File: config.mk
export PLATFORM = sky130hd
export DESIGN_NAME = uart2wb_cmd
export DESIGN_NICKNAME = d
export VERILOG_FILES = /design/src/rtl/uart2wb_pkg.sv /design/src/rtl/uart2wb_cmd.sv
export SDC_FILE = /design/constraint.sdc
export NUM_CORES = 1
export LEC_CHECK = 0
export BUFFER_PORTS_ARGS = -buffer_cell sky130_fd_sc_hd__clkbuf_2
export CORE_ASPECT_RATIO = 1.2
export CORE_MARGIN = 4
export CORE_UTILIZATION = 47
export CTS_CLUSTER_DIAMETER = 40
export CTS_CLUSTER_SIZE = 20
export DETAILED_ROUTE_END_ITERATION = 12
export MAX_ROUTING_LAYER = met4
export PLACE_DENSITY = 0.76
export SETUP_SLACK_MARGIN = 0.15
export SYNTH_ARGS = -nofsm -noshare
export SYNTH_HDL_FRONTEND = slang
export SYNTH_SLANG_ARGS = --single-unit
File: constraint.sdc
create_clock -name clk -period 1.85 [get_ports clk]
set_input_delay 0.2775 -clock clk [delete_from_list [all_inputs] [get_ports clk]]
set_output_delay 0.2775 -clock clk [all_outputs]
set_load 0.01 [all_outputs]
File: src/rtl/uart2wb_pkg.sv
// Shared constants and state type for the UART-to-Wishbone command engine.
package uart2wb_pkg;

  localparam logic [7:0] CMD_WRITE = 8'h01;
  localparam logic [7:0] CMD_READ  = 8'h02;
  localparam logic [7:0] RSP_WACK  = 8'hA5;
  localparam logic [7:0] RSP_ERR   = 8'hEE;

  typedef enum logic [2:0] {
    IDLE  = 3'd0,
    ADDR  = 3'd1,
    WDATA = 3'd2,
    WB    = 3'd3,
    RESP  = 3'd4
  } state_e;

endpackage

File: src/rtl/uart2wb_cmd.sv
// Packet parser, single-transfer Wishbone master and response streamer.
// Optional ack-wait timeout enabled by defining UART2WB_TIMEOUT_EN.
module uart2wb_cmd
  import uart2wb_pkg::*;
#(
  parameter int ADDR_W  = 16,
  parameter int DATA_W  = 32,
  parameter int TIMEOUT = 255
) (
  input  logic                clk,
  input  logic                rst,
  input  logic                rx_valid,
  input  logic [7:0]          rx_data,
  output logic                tx_valid,
  input  logic                tx_ready,
  output logic [7:0]          tx_data,
  output logic                wb_cyc,
  output logic                wb_stb,
  output logic                wb_we,
  output logic [ADDR_W-1:0]   wb_adr,
  output logic [DATA_W-1:0]   wb_dat_o,
  output logic [DATA_W/8-1:0] wb_sel,
  input  logic [DATA_W-1:0]   wb_dat_i,
  input  logic                wb_ack,
  output logic                overrun
);

  localparam int NA    = ADDR_W / 8;
  localparam int ND    = DATA_W / 8;
  localparam int MAXB  = (NA > ND) ? NA : ND;
  localparam int CNT_W = $clog2(MAXB + 1);

  state_e              state_r, state_s;
  logic [CNT_W-1:0]    cnt_r, cnt_s;
  logic                we_r, we_s;
  logic [ADDR_W-1:0]   adr_r, adr_s;
  logic [DATA_W-1:0]   wdat_r, wdat_s;
  logic [DATA_W-1:0]   rsp_r, rsp_s;
  logic                cyc_r, cyc_s;
  logic                tx_valid_r, tx_valid_s;
  logic                overrun_r, overrun_s;
  logic                to_expired_s;

`ifdef UART2WB_TIMEOUT_EN
  localparam int TO_W = $clog2(TIMEOUT + 1);
  logic [TO_W-1:0] to_cnt_r;

  // Ack-wait counter: zero outside WB, so it restarts on every entry to WB.
  always_ff @(posedge clk) begin
    if (rst) begin
      to_cnt_r <= {TO_W{1'b0}};
    end else if (state_r != WB) begin
      to_cnt_r <= {TO_W{1'b0}};
    end else begin
      to_cnt_r <= to_cnt_r + {{(TO_W-1){1'b0}}, 1'b1};
    end
  end

  assign to_expired_s = (to_cnt_r == TO_W'(TIMEOUT - 1));
`else
  localparam int timeout_unused = TIMEOUT;
  assign to_expired_s = 1'b0;
`endif

  // Next-state and next-register values for the whole engine.
  always_comb begin
    state_s    = state_r;
    cnt_s      = cnt_r;
    we_s       = we_r;
    adr_s      = adr_r;
    wdat_s     = wdat_r;
    rsp_s      = rsp_r;
    cyc_s      = cyc_r;
    tx_valid_s = tx_valid_r;
    overrun_s  = overrun_r | (rx_valid & ((state_r == WB) | (state_r == RESP)));

    case (state_r)
      IDLE: begin
        if (rx_valid && ((rx_data == CMD_WRITE) || (rx_data == CMD_READ))) begin
          we_s    = (rx_data == CMD_WRITE);
          cnt_s   = {CNT_W{1'b0}};
          state_s = ADDR;
        end else begin
          state_s = IDLE;
        end
      end

      ADDR: begin
        if (rx_valid) begin
          adr_s = (adr_r << 8) | ADDR_W'(rx_data);
          if (cnt_r == CNT_W'(NA - 1)) begin
            cnt_s = {CNT_W{1'b0}};
            if (we_r) begin
              state_s = WDATA;
            end else begin
              state_s = WB;
              cyc_s   = 1'b1;
            end
          end else begin
            cnt_s = cnt_r + {{(CNT_W-1){1'b0}}, 1'b1};
          end
        end else begin
          state_s = ADDR;
        end
      end

      WDATA: begin
        if (rx_valid) begin
          wdat_s = (wdat_r << 8) | DATA_W'(rx_data);
          if (cnt_r == CNT_W'(ND - 1)) begin
            cnt_s   = {CNT_W{1'b0}};
            state_s = WB;
            cyc_s   = 1'b1;
          end else begin
            cnt_s = cnt_r + {{(CNT_W-1){1'b0}}, 1'b1};
          end
        end else begin
          state_s = WDATA;
        end
      end

      // cnt holds the number of response bytes still to follow the current one.
      WB: begin
        if (wb_ack) begin
          cyc_s      = 1'b0;
          tx_valid_s = 1'b1;
          state_s    = RESP;
          if (we_r) begin
            rsp_s = DATA_W'(RSP_WACK) << (DATA_W - 8);
            cnt_s = {CNT_W{1'b0}};
          end else begin
            rsp_s = wb_dat_i;
            cnt_s = CNT_W'(ND - 1);
          end
        end else if (to_expired_s) begin
          cyc_s      = 1'b0;
          tx_valid_s = 1'b1;
          state_s    = RESP;
          rsp_s      = DATA_W'(RSP_ERR) << (DATA_W - 8);
          cnt_s      = {CNT_W{1'b0}};
        end else begin
          state_s = WB;
        end
      end

      RESP: begin
        if (tx_ready) begin
          if (cnt_r == {CNT_W{1'b0}}) begin
            tx_valid_s = 1'b0;
            state_s    = IDLE;
          end else begin
            cnt_s = cnt_r - {{(CNT_W-1){1'b0}}, 1'b1};
            rsp_s = rsp_r << 8;
          end
        end else begin
          state_s = RESP;
        end
      end

      default: begin
        state_s    = IDLE;
        cyc_s      = 1'b0;
        tx_valid_s = 1'b0;
      end
    endcase
  end

  // State and datapath registers.
  always_ff @(posedge clk) begin
    if (rst) begin
      state_r    <= IDLE;
      cnt_r      <= {CNT_W{1'b0}};
      we_r       <= 1'b0;
      adr_r      <= {ADDR_W{1'b0}};
      wdat_r     <= {DATA_W{1'b0}};
      rsp_r      <= {DATA_W{1'b0}};
      cyc_r      <= 1'b0;
      tx_valid_r <= 1'b0;
      overrun_r  <= 1'b0;
    end else begin
      state_r    <= state_s;
      cnt_r      <= cnt_s;
      we_r       <= we_s;
      adr_r      <= adr_s;
      wdat_r     <= wdat_s;
      rsp_r      <= rsp_s;
      cyc_r      <= cyc_s;
      tx_valid_r <= tx_valid_s;
      overrun_r  <= overrun_s;
    end
  end

  assign wb_cyc   = cyc_r;
  assign wb_stb   = cyc_r;
  assign wb_we    = we_r;
  assign wb_adr   = adr_r;
  assign wb_dat_o = wdat_r;
  assign wb_sel   = {(DATA_W/8){1'b1}};
  assign tx_valid = tx_valid_r;
  assign tx_data  = rsp_r[DATA_W-1 -: 8];
  assign overrun  = overrun_r;

endmodule

==> results.ini, run 1 <==
[placed_design]
port_buffers=105
dp_hpwl_um=7120
globalplace.congestion=0.865
dp_cells=695

[critical_path]
crit_chain=buf_4, ha_4, ha_4, or4_1, o21ai_1, nor2_1, a211oi_1
cpPeakStageDelay_ns=0.39
slowest_stage=or4_1
crit_top_cell=ha_4
arrival_ns=1.94
critical_path.startpoint=cnt_r[1]$_SDFFE_PP0P_
critPathKind=reg -> reg
reg2reg_to=cnt_r[2]$_SDFFE_PP0P_
reg2reg_slack_ns=0.17
r2r_cells=7
r2r-start=cnt_r[1]$_SDFFE_PP0P_
startpoint_type=flip-flop
crit_fanout=2
cp.required_ns=2.11
setup.worst_path.end_class=flip-flop

[floorplanning]
die-area_um2=9910
start_util=0.483
die_h_um=108
io_pins=110
fp.dieW_um=91.5
design.core.area_um2=8150
row_count=36

[timing]
finalCriticalPeriod_ns=1.68
fmaxAchievable_mhz=597
hold_violations=0
rsz0062_at_grt=yes
setup_viol=0
finalCritPeriodShare=0.905
finalMaxSlewViolations=0
tns_ns=0
skew_ns=0.0156

[routing]
drc=0
firstDrtPassIters=4
drt-vias-per-instance=5.29
drt_iter0_drc=310
drtAntennaViolNets=0
vias=3792
drt_wl_total_um=10600
wire_per_inst_um=14.8

[logic_synthesis]
synth_seq_cells=90
synth-edff-count=0
ys_warn_count=0
synth_top_cell_area_share=0.458
synth_cell_type_count=43
async_flop_share=0
seq_area_frac_synth=0.458
yosys-top-cells-area=dfxtp_1 46%, nand2_1 11%, a21oi_1 8.5%, a211oi_1 5.0%, and3_1 3.3%
synth_cells=502
synth_area_leader_cell=dfxtp_1
syn_avg_cell_area_um2=7.84
syn_area_um2=3940
synth_ff_type=dfxtp_1

[worst_hold_path]
hold_end=rsp_r[1]$_SDFFE_PP0P_
holdPathStages=3
hp-start=wb_dat_i[1]
hold_class=in -> reg

[pwr]
leakage_nw=1.97
power_per_cell_area_nw_per_um2=810
vdd_drop_max_uv=664

[job]
max_cap_viol_count=0

[layout]
area_growth_pct=27.0
drive_gt1_frac=0.308
nFillCells=745
nets=649
most-common-layout-cells=116 x nand2_1, 104 x clkbuf_2, 84 x dfxtp_1
layout_commonest_cell=nand2_1
multi_input_area_um2=2000
diodes=0
regArea_um2=1810
final_cells=717

[global_routing]
grt-ovfl-total=0
antenna_found_initial=0
grt_pass1_vias=3676
grt_use_total=0.211
grt_max_degree=58
grt_pass1_wl_um=16700

[clocking]
clkTransAtPathRegs_ns=0.10
cts_tree=built
cts-buffers-inserted=9
cts_htree_levels=3
clkLatencyLatePin_ns=0.36
ctsRootBufferMaster=clkbuf_8
clockBufferDepth=2
cts.sinks=90

[status]
status=complete, no violations

-- flip-flops by register name, summed over array words and instances, names as in the netlist --
register / cells
cnt_r: 3
state_r: 3
tx_valid: 1
overrun: 1
wb_cyc: 1
rsp_r: 32
wb_we: 1
wb_adr: 16
wb_dat_o: 32
-- power by group --
part / switching (mW) / internal (mW)
sequential: 0.0496 / 1.99
combinational: 0.363 / 0.312
clock: 0.705 / 0.633
total: 1.12 / 2.93
-- critical path: cells and delay by family, from the launching register on --
kind / cells / cell delay (ns)
simple gates: 2 / 0.45
fa+ha+maj: 2 / 0.36
flops: 1 / 0.34
compound gates: 2 / 0.31
buf+inv: 1 / 0.13
-- how the worst max path moves through the flow --
stage	end	slack [ns]	cells after the start
floorplan	rsp_r[20]$_SDFFE_PP0P_	0.14	8
global placement	state_r[1]$_SDFFE_PP0P_	0.05	6
detailed placement	cnt_r[1]$_SDFFE_PP0P_	0.05	6
CTS	wb_cyc$_SDFFE_PP0P_	0.10	7
global route	cnt_r[2]$_SDFFE_PP0P_	0.08	7
finish	cnt_r[2]$_SDFFE_PP0P_	0.17	7
-- logic make-up (layout without fill, tap and decap cells) --
logic type / after synthesis / count (layout) / share of synthesized area
adder cells (fa/ha/maj): 6 / 6 / 0.0191
AND/OR/NAND/NOR: 226 / 226 / 0.259
buffers and inverters: 60 / 158 / 0.0798
other: 1 / 4 / 0.000953
AO/OA/AOI/OAI: 117 / 117 / 0.179
XOR/XNOR: 2 / 2 / 0.00445
flip-flops: 90 / 90 / 0.458
-- synth_stat cells (2+ instances only) --
library cell / instances
a211oi_1: 26
a21o_1: 2
a21oi_1: 67
a221oi_1: 2
a2bb2oi_1: 2
and3_1: 21
buf_2: 5
buf_4: 14
buf_6: 4
clkbuf_1: 29
dfxtp_1: 90
ha_1: 6
inv_1: 8
nand2_1: 117
nand2b_1: 4
nand3_1: 11
nor2_1: 34
nor2b_1: 3
nor3_1: 21
o211ai_1: 4
o21ai_0: 5
o221ai_1: 2
or3_1: 4
xor2_1: 2
-- cell type report --
class	instances	share of cell area
clock buffers	11	0.0263
clock inverters	5	0.0125
inverters	8	0.00601
multi-input cells	355	0.400
flip-flops and latches	90	0.363
well taps	114	0.0285
repair buffers	134	0.164
-- through the flow --
stage                     hold WS [ns]   util  cell area [um^2]  setup WS, ns  power [mW]
final                            0.151  0.613              5000         0.175        4.05
after CTS                        0.143  0.586              4780         0.103        3.94
after global routing             0.140  0.613              5000        0.0783        4.22
after floorplan                  0.413      -              3960         0.140        2.39
after detailed placement         0.447  0.558              4550        0.0520        2.60
after global placement           0.440  0.558              4550        0.0513        2.59
-- routing by layer --
metal  vias to the layer above  global-route usage  share of wire
met4                         0              0.0733          0.022
met2                       106               0.352           0.49
met1                      1778               0.251           0.43
met5                         -                   -              0
li1                       1887                   -              -
met3                        21              0.0466          0.058
-- what timing repair did --
| item | 4_1_cts | 5_1_grt |
|---|---|---|
| endpoints found under the setup margin | 40 | 40 |
| hold buffers | 0 | 0 |
| pin swaps | 2 | 6 |
| resized for setup | 13 | 35 |
| gates cloned | 0 | 1 |
| buffers inserted | 0 | 5 |
Power figures use the tool's default switching activity.
==> inputs of run 2 (changes only) <==
- PLACE_DENSITY: 0.76 -> 0.74
==> results.ini, run 2 (synthesis gave the netlist of run 1 again) <==
[pwr]
vdd_drop_max_uv=584
leakage_nw=1.98
power_per_cell_area_nw_per_um2=817

[floorplanning]
design.core.area_um2=8150
io_pins=110
fp.dieW_um=91.5
row_count=36
die-area_um2=9910
start_util=0.483
die_h_um=108

[placed_design]
globalplace.congestion=0.896
dp_hpwl_um=6900
port_buffers=105
pre_cts_ws_ns=-0.0140

[status]
status=complete, no violations

[timing]
tns_ns=0
finalMaxSlewViolations=0
rsz0062_at_grt=yes
hold_slack_ns=0.155
setup_viol=0
hold_violations=0
finalCriticalPeriod_ns=1.67
fin_ws_ns=0.179
fmaxAchievable_mhz=598
skew_ns=0.00525
finalCritPeriodShare=0.903

[critical_path]
crit_top_cell=ha_2
cpPeakStageDelay_ns=0.50
slowest_stage=or4_1
cp_top_family=simple AND/OR/NAND/NOR gates
setup.worst_path.end_class=flip-flop
cp_num_buf_inv=0
critPathKind=reg -> reg
crit_fanout=3
crit_chain=ha_2, ha_2, or4_1, o21ai_1, nor2_1, a211oi_2
startpoint_type=flip-flop
arrival_ns=1.96
cp.required_ns=2.14

[routing]
drt_iter0_drc=270
vias=3761
maxUsedRoutingLayer=met4
wl_met3_um=557
drt_wl_total_um=10400
wl_met2_um=5240
drt-vias-per-instance=5.26
drtAntennaViolNets=0
met1_length_um=4470
wire_per_inst_um=14.6
firstDrtPassIters=4
drc=0

[clocking]
clkTransAtPathRegs_ns=0.09
cts_htree_levels=3
cts_tree=built
ctsRootBufferMaster=clkbuf_8
cts-buffers-inserted=9
cts_hold_buf=0
clkLatencyLatePin_ns=0.36
clockBufferDepth=2
cts.sinks=90

[layout]
nets=648
nFillCells=743
area_growth_pct=26.0
layout_commonest_cell=nand2_1
most-common-layout-cells=116 x nand2_1, 104 x clkbuf_2, 85 x dfxtp_1
drive_gt1_frac=0.306
diodes=0

[worst_hold_path]
hold_class=in -> reg

[global_routing]
grt_pass1_vias=3587
grt_max_degree=59
grt_pass1_wl_um=16600
grt-ovfl-total=0
antenna_found_initial=0
grt_use_total=0.210

[job]
max_cap_viol_count=0

run 2: path summary, 6_finish.rpt:
| kind | startpoint | to | slack [ns] | depth (start not counted) |
|---|---|---|---|---|
| min reg2reg | rsp_r[5]$_SDFFE_PP0P_ | rsp_r[5]$_SDFFE_PP0P_ | 0.46 | 2 |
| min | wb_dat_i[1] | rsp_r[1]$_SDFFE_PP0P_ | 0.15 | 3 |
| max | cnt_r[0]$_SDFFE_PP0P_ | cnt_r[2]$_SDFFE_PP0P_ | 0.18 | 6 |
| max reg2reg | cnt_r[0]$_SDFFE_PP0P_ | cnt_r[2]$_SDFFE_PP0P_ | 0.18 | 6 |
run 2: report_power, final:
| group | internal (mW) | switching, mW | total, mW | leakage, nW |
|---|---|---|---|---|
| Clock | 0.697 | 0.684 | 1.38 | 0.0991 |
| Combinational | 0.290 | 0.362 | 0.652 | 1.15 |
| Sequential | 1.98 | 0.0367 | 2.02 | 0.727 |
run 2: layer usage:
layer / track usage / up-vias
met5: - / -
met1: 0.252 / 1758
met4: 0.0744 / 0
met3: 0.0466 / 14
met2: 0.350 / 111
li1: - / 1878
run 2: repair_timing:
item | in CTS | in global routing
pin swaps | 1 | 3
setup endpoints to repair | 34 | 38
cloned | 0 | 1
gates resized for setup | 10 | 26
buffers inserted | 0 | 3
run 2: cell type report:
class / instances / area [um^2] / area share
Multi-Input combinational cell: 355 / 1960 / 0.396
Sequential cell: 90 / 1810 / 0.365
Timing Repair Buffer: 133 / 816 / 0.164
Clock buffer: 12 / 155 / 0.0313
Tap cell: 114 / 143 / 0.0288
Clock inverter: 3 / 46.3 / 0.00933
Inverter: 8 / 30.0 / 0.00605
run 2: through the flow:
step | instance area (um^2) | util | total power, mW | std cells
floorplan | 3960 | - | 2.39 | 505
finish | 4960 | 0.608 | 4.05 | 715
global placement | 4580 | 0.562 | 2.59 | 696
CTS | 4810 | 0.591 | 4.00 | 711
detailed placement | 4580 | 0.562 | 2.59 | 696
global route | 4960 | 0.608 | 4.24 | 715
run 2: worst register-to-register path, stage by stage, from the launching register on:
cell and delay (ns):
dfxtp_2 0.35, ha_2 0.18, ha_2 0.26, or4_1 0.50, o21ai_1 0.10, nor2_1 0.07
a211oi_2 0.14
==> inputs of run 3 (changes only) <==
- CORE_UTILIZATION: 47 -> 45
- PLACE_DENSITY: 0.74 -> 0.71
==> results.ini, run 3 (synthesis gave the netlist of run 1 again) <==
[critical_path]
startpoint_type=flip-flop
cp.required_ns=2.11
setup.worst_path.end_class=flip-flop
cp_num_buf_inv=1
arrival_ns=1.91
cpPeakStageDelay_ns=0.40
slowest_stage=or3b_4
r2r_cells=6
path_depth=6
crit_fanout=16
critPathKind=reg -> reg
crit_chain=or3b_4, o21ai_4, nand2_4, clkbuf_16, a211oi_1, nor3_1
cp_top_family=simple AND/OR/NAND/NOR gates

[layout]
diodes=0
final_cells=717
drive_gt1_frac=0.298
most-common-layout-cells=116 x nand2_1, 104 x clkbuf_2, 86 x dfxtp_1
final_core_util=0.583
layout_commonest_cell=nand2_1
area_growth_pct=27.0
nets=646
nFillCells=821
design_area_um2=5000

[clocking]
cts_tree=built
clkTransAtPathRegs_ns=0.10
cts_htree_levels=3
ctsRootBufferMaster=clkbuf_8
cts-buffers-inserted=9
cts.sinks=90
clockBufferDepth=2
clkLatencyLatePin_ns=0.36
cts_hold_buf=0

[timing]
fin_ws_ns=0.197
relSlewSlack=0.592
tns_ns=0
finalCritPeriodShare=0.893
finalCriticalPeriod_ns=1.65
skew_ns=0.0152
hold_slack_ns=0.151
fmaxAchievable_mhz=605
finalMaxSlewViolations=0
tightest_slew_ns=0.612
setup_viol=0
hold_violations=0
rsz0062_at_grt=yes

[floorplanning]
row_count=37
start_util=0.460
design.core.area_um2=8560
io_pins=110
fp.dieW_um=93.4
die-area_um2=10300
die_h_um=110

[global_routing]
grt_pass1_vias=3500
antenna_found_initial=0
grt_pass1_wl_um=16800
grt_use_total=0.200
grt-ovfl-total=0
grt_max_degree=34

[placed_design]
pre_cts_ws_ns=0.0432
globalplace.congestion=0.869
dp_cells=697
place_area_um2=4570
port_buffers=105
dp_hpwl_um=6970

[pwr]
power_per_cell_area_nw_per_um2=792
power_mw=3.96
leakage_nw=1.98
vdd_drop_max_uv=543

[job]
max_cap_viol_count=0

[routing]
drt_iter0_drc=149
drtAntennaViolNets=0
drc=0
drt-vias-per-instance=5.25
firstDrtPassIters=4
wire_per_inst_um=14.5
vias=3767
drt_wl_total_um=10400

[worst_hold_path]
hold_class=in -> reg
holdPathStages=3

[status]
status=complete, no violations

-- run 3: changes by cell type in the layout (fill, tap and decap cells not counted), moves of 2 or more --
| cell | delta |
|---|---|
| a211oi_2 | -6 |
| a211oi_1 | +5 |
| buf_4 | -4 |
| clkbuf_16 | +2 |
| clkinvlp_4 | +2 |
| dfxtp_2 | -2 |
| nor2_1 | -2 |
| nor2_2 | +2 |
-- run 3: path summary, 6_finish.rpt --
kind                            slack (ns)               startpoint                      to
worst min register to register        0.46   rsp_r[26]$_SDFFE_PP0P_  rsp_r[26]$_SDFFE_PP0P_
worst max-delay path                  0.20  state_r[2]$_SDFFE_PP0P_  rsp_r[20]$_SDFFE_PP0P_
worst max register to register        0.20  state_r[2]$_SDFFE_PP0P_  rsp_r[20]$_SDFFE_PP0P_
worst min-delay path                  0.15              wb_dat_i[1]   rsp_r[1]$_SDFFE_PP0P_
-- run 3: tightest hold or removal path: cells and delay by family --
kind / cells / cell delay (ns)
AOI/OAI and AO/OA: 1 / 0.06
buffers and inverters: 1 / 0.08
and+or+nand+nor: 1 / 0.05
-- run 3: timing repair --
action / in CTS / in global routing
buffers inserted: 0 / 1
gates resized for setup: 8 / 32
endpoints found under the setup margin: 11 / 39
cloned: 0 / 3
pin swaps: 0 / 6
-- run 3: layer usage --
layer | up-vias | GRT usage | part of all wire
li1 | 1886 | - | -
met1 | 1770 | 0.259 | 0.44
met2 | 97 | 0.318 | 0.49
met3 | 14 | 0.0443 | 0.055
met4 | 0 | 0.0450 | 0.011
met5 | - | - | 0
-- run 3: layout make-up --
class	instances	area (um^2)	share of cell area
well taps	117	146	0.0293
multi-input cells	355	1990	0.398
flip-flops and latches	90	1810	0.362
clock buffers	11	141	0.0283
clock inverters	5	43.8	0.00876
repair buffers	131	836	0.167
inverters	8	33.8	0.00676
-- run 3: where the power goes --
| part | switching, mW | internal (mW) |
|---|---|---|
| sequential | 0.0338 | 1.98 |
| clock | 0.725 | 0.545 |
| combinational | 0.376 | 0.299 |
| total | 1.13 | 2.82 |
